==> src/rtl/ex_mult_sequencer.sv <==
// Multi-cycle shift-add multiplier for the EX stage: one multiplier bit per cycle,
// stalls the front of the pipeline while running and pulses done with the product.
module ex_mult_sequencer #(
    parameter int WIDTH = 16
) (
    input  logic               clk,
    input  logic               rst_n,
    input  logic               start,
    input  logic               flush,
    input  logic [WIDTH-1:0]   dataa,
    input  logic [WIDTH-1:0]   datab,
    output logic               stall,
    output logic               busy,
    output logic               done,
    output logic [2*WIDTH-1:0] result,
    output logic [1:0]         dbg_state
);

    localparam int CW = $clog2(WIDTH) + 1;

    typedef enum logic [1:0] {
        IDLE = 2'd0,
        RUN  = 2'd1,
        DONE = 2'd2
    } state_t;

    // Handshake: start is a level qualifier from EX; stall is asserted combinationally
    // in the same cycle start is accepted and stays high until the last RUN cycle.
    // done is a single-cycle registered pulse, result holds until the next completion.

    state_t            state;
    state_t            state_nxt;
    logic [WIDTH-1:0]  mcand;
    logic [2*WIDTH:0]  prod;
    logic [2*WIDTH:0]  prod_step;
    logic [WIDTH:0]    sum;
    logic [CW-1:0]     count;
    logic              last;
    logic              accept;

    assign dbg_state = state;
    assign accept    = start && !flush;
    assign last      = (count == CW'(WIDTH - 1));

    // One shift-add step: conditional add into the upper half, then shift right by one.
    always_comb begin
        sum       = {1'b0, prod[2*WIDTH-1:WIDTH]} + (prod[0] ? {1'b0, mcand} : {(WIDTH+1){1'b0}});
        prod_step = {1'b0, sum, prod[WIDTH-1:1]};
    end

    always_comb begin
        state_nxt = state;
        stall     = 1'b0;
        case (state)
            IDLE: begin
                if (accept) begin
                    state_nxt = RUN;
                    stall     = 1'b1;
                end
            end
            RUN: begin
                stall = !flush;
                if (last) state_nxt = DONE;
            end
            DONE:    state_nxt = IDLE;
            default: state_nxt = IDLE;
        endcase
        if (flush) state_nxt = IDLE;
    end

    always_ff @(posedge clk) begin
        if (!rst_n) begin
            state  <= IDLE;
            mcand  <= '0;
            prod   <= '0;
            count  <= '0;
            result <= '0;
            busy   <= 1'b0;
            done   <= 1'b0;
        end else begin
            state <= state_nxt;
            busy  <= (state_nxt == RUN);
            done  <= (state_nxt == DONE);
            case (state)
                IDLE: begin
                    if (accept) begin
                        mcand <= dataa;
                        prod  <= {1'b0, {WIDTH{1'b0}}, datab};
                        count <= '0;
                    end
                end
                RUN: begin
                    if (!flush) begin
                        prod  <= prod_step;
                        count <= count + CW'(1);
                        if (last) result <= prod_step[2*WIDTH-1:0];
                    end
                end
                default: ;
            endcase
        end
    end

endmodule

==> config.mk <==
export PLATFORM = sky130hd
export DESIGN_NAME = ex_mult_sequencer
export DESIGN_NICKNAME = d
export VERILOG_FILES = /design/src/rtl/ex_mult_sequencer.sv
export SDC_FILE = /design/constraint.sdc
export NUM_CORES = 1
export LEC_CHECK = 0
export CORE_UTILIZATION = 45
export CTS_CLUSTER_DIAMETER = 50
export DETAILED_ROUTE_END_ITERATION = 7
export PLACE_DENSITY = 0.7
export SLEW_MARGIN = 0
export SYNTH_ARGS = -nofsm -noshare
export SYNTH_HDL_FRONTEND = slang
export SYNTH_SLANG_ARGS = --single-unit
export TNS_END_PERCENT = 100
==> constraint.sdc <==
create_clock -name clk -period 6.7 [get_ports clk]
set_input_delay 1.34 -clock clk [delete_from_list [all_inputs] [get_ports clk]]
set_output_delay 1.34 -clock clk [all_outputs]
set_load 0.01 [all_outputs]
==> results of run 1 <==
==> sequential cells by signal, summed over array words and instances, names as in the netlist <==
name,cells
mcand,16
done,1
prod,32
result,32
busy,1
dbg_state,2
count,5
==> cell usage in the layout, fill, tap and decap left out, types with 12 or more instances in the layout <==
cell type and n:
o211a_1 21, ha_1 18, dfxtp_1 89, o21ai_0 12, a21oi_1 16, nand3_1 15, nand2_1 106, a21boi_0 34
mux2i_1 22, clkdlybuf4s50_1 71, and2_1 21
==> cell families after synthesis <==
family / synth area share, %
XOR/XNOR: 1.34
AO/OA/AOI/OAI: 24.4
buffers and inverters: 4.00
flip-flops: 39.0
multiplexers: 4.82
AND/OR/NAND/NOR: 21.1
adder cells (fa/ha/maj): 5.37
==> tightest hold or removal path: cells and delay by family (launching register included) <==
kind | cells | cell delay [ns]
simple gates | 1 | 0.04
flops | 1 | 0.32
compound gates | 1 | 0.06
==> synthesized netlist by cell type (8+ instances only) <==
master    count
o21a_1        8
buf_2        14
nor2b_1       9
mux2i_1      22
clkbuf_1     18
o211a_1      21
o211ai_1     10
and2_1       21
dfxtp_1      89
ha_1         18
a21oi_1      16
nand3_1      15
nand2_1     106
o21ai_0      12
a21boi_0     34
nor3_1        9
==> cell type report <==
cell class	count	area [sq um]	share of cell area, %
Tap cell	133	166	3.00
Clock inverter	6	75.1	1.35
Timing Repair Buffer	78	761	13.7
Clock buffer	10	138	2.48
Multi-Input combinational cell	385	2610	47.0
Inverter	5	18.8	0.338
Sequential cell	89	1780	32.1
==> stage by stage <==
step / setup slack, ns / power [mW] / util, % / std cells
finish: 1.65 / 1.04 / 56.5 / 706
global route: 1.46 / 1.08 / 56.5 / 706
CTS: 1.66 / 1.05 / 56.5 / 706
detailed placement: 1.66 / 0.655 / 54.3 / 690
global placement: 1.75 / 0.652 / 54.3 / 690
floorplan: 2.98 / 0.618 / - / 514
==> worst paths after layout <==
check | endpoint | slack, ns | cells past startpoint
min reg2reg | mcand[6]$_SDFFE_PN0P_ | 0.47 | 2
min | mcand[6]$_SDFFE_PN0P_ | 0.47 | 2
max reg2reg | prod[31]$_SDFFE_PN0P_ | 3.71 | 8
max | stall | 1.65 | 7
==> power groups by stage <==
stage	clock network [mW]	registers [mW]	logic (mW)
after floorplan	0	0.563	0.0559
after global placement	0	0.566	0.0862
after detailed placement	0	0.567	0.0885
after CTS	0.410	0.554	0.0888
after global routing	0.431	0.556	0.0970
final	0.401	0.555	0.0879
==> layer usage <==
layer / GRT usage [%] / vias to the layer above / routed length (um) / share of wire [%]
li1: - / 1938 / - / -
met1: 27.3 / 1798 / 4910 / 46
met2: 36.4 / 90 / 5150 / 48
met3: 5.56 / 10 / 567 / 5.3
met4: 5.42 / 0 / 109 / 1.0
met5: 0 / - / 0 / 0
==> report_table.html, run 1 <==
<table>
<tr><th>Metric</th><th>Value</th></tr>
<tr><th colspan="2">Power</th></tr>
<tr><td>Portion of total power attributed to the clock network</td><td>38.4%</td></tr>
<tr><td>Total power density per cell area</td><td>188 mW/mm^2</td></tr>
<tr><td>Gate power share</td><td>8.4%</td></tr>
<tr><td>Switching fraction of total power</td><td>25.6%</td></tr>
<tr><td>Leakage dissipation</td><td>2.40 nW</td></tr>
<tr><td>Net switching power</td><td>0.267 mW</td></tr>
<tr><td>Reg power frac</td><td>53.1%</td></tr>
<tr><td>Peak supply drop</td><td>0.101 mV</td></tr>
<tr><td>Internal power of the cells</td><td>0.777 mW</td></tr>
<tr><th colspan="2">Critical path</th></tr>
<tr><td>Sort of element at the end of the critical path</td><td>primary output</td></tr>
<tr><td>Critical path buffers and inverters</td><td>5</td></tr>
<tr><td>Category of the most critical setup path</td><td>in -&gt; out</td></tr>
<tr><td>Largest incremental delay on the critical path</td><td>0.64 ns</td></tr>
<tr><td>Start of the worst register-to-register path</td><td>prod[0]$_SDFFE_PN0P_</td></tr>
<tr><td>Required time of the critical path</td><td>5.36 ns</td></tr>
<tr><td>Crit path from</td><td>flush</td></tr>
<tr><td>Maximum fanout encountered on the critical timing path</td><td>33</td></tr>
<tr><td>Worst endpoint data arrival time</td><td>3.71 ns</td></tr>
<tr><td>Cell family contributing the most delay on the critical path</td><td>buffers and inverters</td></tr>
<tr><td>Ordered cell list for the critical path</td><td>clkdlybuf4s50_1 -&gt; nor4b_4 -&gt; buf_4 -&gt; nor2_2 -&gt; inv_1 -&gt; buf_4 -&gt; clkdlybuf4s50_1</td></tr>
<tr><td>Standard cell with the maximum stage delay on the critical path</td><td>clkdlybuf4s50_1</td></tr>
<tr><td>Startpoint class of the critical path</td><td>primary input</td></tr>
<tr><th colspan="2">Floorplanning</th></tr>
<tr><td>Core Box Area</td><td>0.00982 sq mm</td></tr>
<tr><td>Die Footprint</td><td>0.0106 sq mm</td></tr>
<tr><td>Number of ports placed on the die boundary</td><td>73</td></tr>
<tr><td>Width of the die</td><td>103 um</td></tr>
<tr><td>Standard-cell row count</td><td>36</td></tr>
<tr><td>Initial standard-cell utilization of the core</td><td>46.5%</td></tr>
<tr><td>Vertical die dimension</td><td>103 um</td></tr>
<tr><th colspan="2">Finish</th></tr>
<tr><td>Layout net count</td><td>623</td></tr>
<tr><td>Inserted Diodes</td><td>0</td></tr>
<tr><td>Post-route cell area</td><td>0.00555 sq mm</td></tr>
<tr><td>Area growth from synthesis to final layout</td><td>21.4%</td></tr>
<tr><td>Fill cells</td><td>950</td></tr>
<tr><td>Fraction of layout cells with a size suffix above 1</td><td>7.33%</td></tr>
<tr><th colspan="2">CTS</th></tr>
<tr><td>Resized cells post-CTS</td><td>0</td></tr>
<tr><td>Maximum buffer depth of the clock tree</td><td>2</td></tr>
<tr><td>Number of sinks on the clock net</td><td>89</td></tr>
<tr><td>Root buffer cell</td><td>clkbuf_8</td></tr>
<tr><td>Cts hold-fix bufs</td><td>0</td></tr>
<tr><td>H-Tree Depth</td><td>3</td></tr>
<tr><td>Number of buffers created by CTS</td><td>9</td></tr>
<tr><td>Clock-pin slew of the registers on the worst-case setup and hold paths</td><td>0.10 ns</td></tr>
<tr><td>CTS tree</td><td>built</td></tr>
<tr><td>Insertion delay of the later-clocked pin in the worst-skew pair</td><td>0.36 ns</td></tr>
<tr><td># Post-CTS Setup Buffers</td><td>0</td></tr>
<tr><th colspan="2">Logic synthesis</th></tr>
<tr><td>Number of distinct library cell variants in the gate-level netlist after synthesis</td><td>58</td></tr>
<tr><td>Sequential cell area fraction in the yosys report</td><td>39.0%</td></tr>
<tr><td>Number of synthesized register bits</td><td>89</td></tr>
<tr><td>Post-synth EDFFs</td><td>0</td></tr>
<tr><td>Cell area after synthesis</td><td>0.00457 sq mm</td></tr>
<tr><td>Dominant register cell in the synthesized netlist</td><td>dfxtp_1</td></tr>
<tr><td>Cell taking the most area after synthesis</td><td>dfxtp_1</td></tr>
<tr><td>Total number of yosys warnings</td><td>0</td></tr>
<tr><td>Share of Yosys cell area claimed by the top area cell type</td><td>39.0%</td></tr>
<tr><td>Synthesized Nets</td><td>569</td></tr>
<tr><td>Average instance area after synthesis</td><td>8.89 sq um</td></tr>
<tr><td>Gate Count Post-Synth</td><td>514</td></tr>
<tr><td>Ys async rst share</td><td>0%</td></tr>
<tr><td>Largest cells by area after synthesis</td><td>dfxtp_1 (39%), nand2_1 (8.7%), a21boi_0 (5.6%)</td></tr>
<tr><th colspan="2">Route</th></tr>
<tr><td>Detailed-route via count</td><td>3836</td></tr>
<tr><td>Number of remaining DRC errors</td><td>0</td></tr>
<tr><td>Mean routed wirelength per cell</td><td>15.2 um</td></tr>
<tr><td>Total wire length after detailed routing</td><td>10700 um</td></tr>
<tr><td>Number of nets with antenna violations after detailed routing</td><td>0</td></tr>
<tr><td>Ratio of routed vias to standard cells</td><td>5.43</td></tr>
<tr><td>Detailed-router iteration count before antenna repair</td><td>5</td></tr>
<tr><td>Iter 0 DRT Violations</td><td>162</td></tr>
<tr><th colspan="2">Global routing</th></tr>
<tr><td>Via count of the first global-routing pass</td><td>3667</td></tr>
<tr><td>First-pass GRT wire length</td><td>17800 um</td></tr>
<tr><td>GRT Resource Usage Total</td><td>21.5%</td></tr>
<tr><td>Antenna violations before repair</td><td>0</td></tr>
<tr><td>Remaining Overflow, GRT</td><td>0</td></tr>
<tr><td>Pin count of the biggest net entering global routing</td><td>91</td></tr>
<tr><th colspan="2">Hold path</th></tr>
<tr><td>Class of the most critical hold timing path</td><td>reg -&gt; reg</td></tr>
<tr><td>Min-Delay Startpoint</td><td>mcand[6]$_SDFFE_PN0P_</td></tr>
<tr><th colspan="2">STA</th></tr>
<tr><td>Number of endpoints failing setup at the final stage</td><td>0</td></tr>
<tr><td>Setup repair after global routing missed its margin</td><td>no</td></tr>
<tr><td>Slew at the pin with the worst max-slew slack</td><td>0.865 ns</td></tr>
<tr><td>Remaining max-slew budget at the tightest pin</td><td>42.0%</td></tr>
<tr><td>TNS Setup</td><td>0 ns</td></tr>
<tr><td>Final Hold Slack</td><td>0.466 ns</td></tr>
<tr><td>Slew Viols, Final</td><td>0</td></tr>
<tr><td>Final period demand of the worst path</td><td>5.05 ns</td></tr>
<tr><td>Max Clk Rate</td><td>0.198 GHz</td></tr>
<tr><td>Final worst path period share</td><td>75.4%</td></tr>
<tr><td>Final Hold Fails</td><td>0</td></tr>
<tr><td>Worst clock skew</td><td>0.0139 ns</td></tr>
<tr><th colspan="2">Outcome</th></tr>
<tr><td>Run status</td><td>complete, no violations</td></tr>
<tr><th colspan="2">Placement</th></tr>
<tr><td>Area after DPL</td><td>0.00533 sq mm</td></tr>
<tr><td>Count of port buffers added during placement</td><td>72</td></tr>
<tr><td>RePlAce Congestion</td><td>0.807</td></tr>
<tr><td>Detailed placement HPWL</td><td>7400 um</td></tr>
<tr><th colspan="2">Run</th></tr>
<tr><td>Max cap viols</td><td>0</td></tr>
</table>
No activity file was read; power rests on OpenSTA's default activity.
==> run 2: changes to the inputs <==
- PLACE_DENSITY: 0.7 -> 0.73
- clock period: 6.7 -> 4.3 ns (I/O delays scaled with it)
==> report_table.html, run 2 (synthesis results as in run 1) <==
<table>
<tr><th>Metric</th><th>Value</th></tr>
<tr><th colspan="2">Placement</th></tr>
<tr><td>Post-placement setup slack</td><td>0.719 ns (-0.944 ns)</td></tr>
<tr><td>Placed cell count</td><td>693 (+0.43%)</td></tr>
<tr><td>RePlAce Congestion</td><td>0.846 (+4.9%)</td></tr>
<tr><td>Count of port buffers added during placement</td><td>72 (unchanged)</td></tr>
<tr><td>Detailed placement HPWL</td><td>7350 um (-0.71%)</td></tr>
<tr><td>Area after DPL</td><td>0.00536 sq mm (+0.42%)</td></tr>
<tr><th colspan="2">STA</th></tr>
<tr><td>Slew Viols, Final</td><td>0 (unchanged)</td></tr>
<tr><td>Worst clock skew</td><td>0.0116 ns (-0.00234 ns)</td></tr>
<tr><td>TNS Setup</td><td>0 ns (unchanged)</td></tr>
<tr><td>Max Clk Rate</td><td>0.279 GHz</td></tr>
<tr><td>Crit path setup slack, layout</td><td>0.713 ns (-0.938 ns)</td></tr>
<tr><td>Setup repair after global routing missed its margin</td><td>no</td></tr>
<tr><td>Slew at the pin with the worst max-slew slack</td><td>0.684 ns (-0.181 ns)</td></tr>
<tr><td>Final worst path period share</td><td>83.4%</td></tr>
<tr><td>Remaining max-slew budget at the tightest pin</td><td>54.4% (+12 points)</td></tr>
<tr><td>Final period demand of the worst path</td><td>3.59 ns</td></tr>
<tr><td>Final Hold Fails</td><td>0 (unchanged)</td></tr>
<tr><td>Number of endpoints failing setup at the final stage</td><td>0 (unchanged)</td></tr>
<tr><th colspan="2">CTS</th></tr>
<tr><td>CTS tree</td><td>built</td></tr>
<tr><td># Post-CTS Setup Buffers</td><td>0 (unchanged)</td></tr>
<tr><td>Cts hold-fix bufs</td><td>0 (unchanged)</td></tr>
<tr><td>Insertion delay of the later-clocked pin in the worst-skew pair</td><td>0.37 ns (about the same)</td></tr>
<tr><td>Root buffer cell</td><td>clkbuf_8</td></tr>
<tr><td>Maximum buffer depth of the clock tree</td><td>2 (unchanged)</td></tr>
<tr><td>Clock-pin slew of the registers on the worst-case setup and hold paths</td><td>0.08 ns (-0.02 ns)</td></tr>
<tr><td>H-Tree Depth</td><td>3 (unchanged)</td></tr>
<tr><td>Number of sinks on the clock net</td><td>89 (unchanged)</td></tr>
<tr><td>Number of buffers created by CTS</td><td>9 (unchanged)</td></tr>
<tr><td>Resized cells post-CTS</td><td>0 (unchanged)</td></tr>
<tr><th colspan="2">Route</th></tr>
<tr><td>Number of remaining DRC errors</td><td>0 (unchanged)</td></tr>
<tr><td>Detailed-router iteration count before antenna repair</td><td>4 (-1)</td></tr>
<tr><td>Ratio of routed vias to standard cells</td><td>5.40 (-0.70%)</td></tr>
<tr><td>Number of nets with antenna violations after detailed routing</td><td>0 (unchanged)</td></tr>
<tr><td>Iter 0 DRT Violations</td><td>184 (+14%)</td></tr>
<tr><td>Total wire length after detailed routing</td><td>10500 um (-2.2%)</td></tr>
<tr><td>Detailed-route via count</td><td>3820 (-0.42%)</td></tr>
<tr><td>Mean routed wirelength per cell</td><td>14.8 um (-2.4%)</td></tr>
<tr><th colspan="2">Floorplanning</th></tr>
<tr><td>Die Footprint</td><td>0.0106 sq mm (unchanged)</td></tr>
<tr><td>Standard-cell row count</td><td>36 (unchanged)</td></tr>
<tr><td>Initial standard-cell utilization of the core</td><td>46.5% (unchanged)</td></tr>
<tr><td>Vertical die dimension</td><td>103 um (unchanged)</td></tr>
<tr><td>Width of the die</td><td>103 um (unchanged)</td></tr>
<tr><td>Core Box Area</td><td>0.00982 sq mm (unchanged)</td></tr>
<tr><td>Number of ports placed on the die boundary</td><td>73 (unchanged)</td></tr>
<tr><th colspan="2">Critical path</th></tr>
<tr><td>Maximum fanout encountered on the critical timing path</td><td>10 (-70%)</td></tr>
<tr><td>Category of the most critical setup path</td><td>in -&gt; out</td></tr>
<tr><td>Worst endpoint data arrival time</td><td>2.73 ns (-0.98 ns)</td></tr>
<tr><td>Sort of element at the end of the critical path</td><td>primary output</td></tr>
<tr><td>Required time of the critical path</td><td>3.44 ns (-1.92 ns)</td></tr>
<tr><td>Startpoint class of the critical path</td><td>primary input</td></tr>
<tr><th colspan="2">Finish</th></tr>
<tr><td>Biggest registers after layout</td><td>prod x32, result x32, mcand x16</td></tr>
<tr><td>Most frequent cells in the layout</td><td>nand2_1 (106), dfxtp_1 (89), clkdlybuf4s50_1 (71)</td></tr>
<tr><td>Fraction of layout cells with a size suffix above 1</td><td>7.65% (+0.32 points)</td></tr>
<tr><td>Layout net count</td><td>626 (+0.48%)</td></tr>
<tr><td>Most common cell after layout, fill and taps aside</td><td>nand2_1</td></tr>
<tr><td>Fill cells</td><td>933 (-1.8%)</td></tr>
<tr><td>Inserted Diodes</td><td>0 (unchanged)</td></tr>
<tr><td>Number of standard cells in the final layout excluding fillers</td><td>708 (+0.28%)</td></tr>
<tr><td>Post-route cell area</td><td>0.00557 sq mm (+0.50%)</td></tr>
<tr><td>Area growth from synthesis to final layout</td><td>22.0%</td></tr>
<tr><th colspan="2">Power</th></tr>
<tr><td>Peak supply drop</td><td>0.187 mV (+85%)</td></tr>
<tr><td>Leakage dissipation</td><td>2.41 nW (+0.59%)</td></tr>
<tr><td>Total power density per cell area</td><td>294 mW/mm^2 (+56%)</td></tr>
<tr><th colspan="2">Global routing</th></tr>
<tr><td>First-pass GRT wire length</td><td>17200 um (-3.7%)</td></tr>
<tr><td>Met3 global-route usage</td><td>3.80% (-1.8 points)</td></tr>
<tr><td>GRT Resource Usage Total</td><td>20.9% (-0.57 points)</td></tr>
<tr><td>Via count of the first global-routing pass</td><td>3610 (-1.6%)</td></tr>
<tr><td>Met2 track demand over resource in global routing</td><td>34.1% (-2.4 points)</td></tr>
<tr><td>Remaining Overflow, GRT</td><td>0 (unchanged)</td></tr>
<tr><td>Pin count of the biggest net entering global routing</td><td>79 (-13%)</td></tr>
<tr><td>Antenna violations before repair</td><td>0 (unchanged)</td></tr>
<tr><td>Met1 global-route usage</td><td>26.8% (-0.51 points)</td></tr>
<tr><td>Most Crowded Layer GR</td><td>met2</td></tr>
<tr><th colspan="2">Hold path</th></tr>
<tr><td>Class of the most critical hold timing path</td><td>reg -&gt; reg</td></tr>
<tr><th colspan="2">Outcome</th></tr>
<tr><td>Run status</td><td>complete, no violations</td></tr>
<tr><th colspan="2">Run</th></tr>
<tr><td>Max cap viols</td><td>0 (unchanged)</td></tr>
</table>
run 2: layer usage:
metal | part of all wire [%] | vias to the layer above
li1 | - | 1947
met1 | 46 | 1770
met2 | 46 | 84
met3 | 5.0 | 19
met4 | 2.6 | 0
met5 | 0 | -
run 2: path summary, 6_finish.rpt:
kind                                              from                      to  slack, ns  cells past startpoint
worst max-delay path                             flush                   stall       0.71                      5
worst min-delay path            mcand[14]$_SDFFE_PN0P_  mcand[14]$_SDFFE_PN0P_       0.47                      2
worst max register to register    prod[0]$_SDFFE_PN0P_   prod[29]$_SDFFE_PN0P_       1.59                      8
worst min register to register  mcand[14]$_SDFFE_PN0P_  mcand[14]$_SDFFE_PN0P_       0.47                      2
run 2: layout make-up:
type	instances	area, sq um	area share [%]
Multi-Input combinational cell	385	2610	46.7
Sequential cell	89	1780	32.0
Timing Repair Buffer	81	783	14.1
Tap cell	133	166	2.99
Clock buffer	10	138	2.47
Clock inverter	5	80.1	1.44
Inverter	5	18.8	0.337
run 2: power breakdown:
part | internal (mW) | leakage, nW | switching, mW
logic | 0.0721 | 1.58 | 0.0687
registers | 0.846 | 0.722 | 0.0161
clock network | 0.339 | 0.104 | 0.295
total | 1.26 | 2.41 | 0.380
run 2: through the flow:
stage	hold slack [ns]	total power, mW	util [%]
2_1_floorplan	0.430	0.964	-
3_3_place_gp	0.443	1.02	54.5
3_5_place_dp	0.455	1.02	54.5
4_1_cts	0.470	1.65	56.8
5_1_grt	0.493	1.70	56.8
6_report	0.467	1.64	56.8
run 2: worst max-delay path: stages:
cell and delay [ns]:
clkdlybuf4s50_1 0.62, nor3b_4 0.41, nor2_2 0.17, inv_1 0.12
clkdlybuf4s50_1 0.54
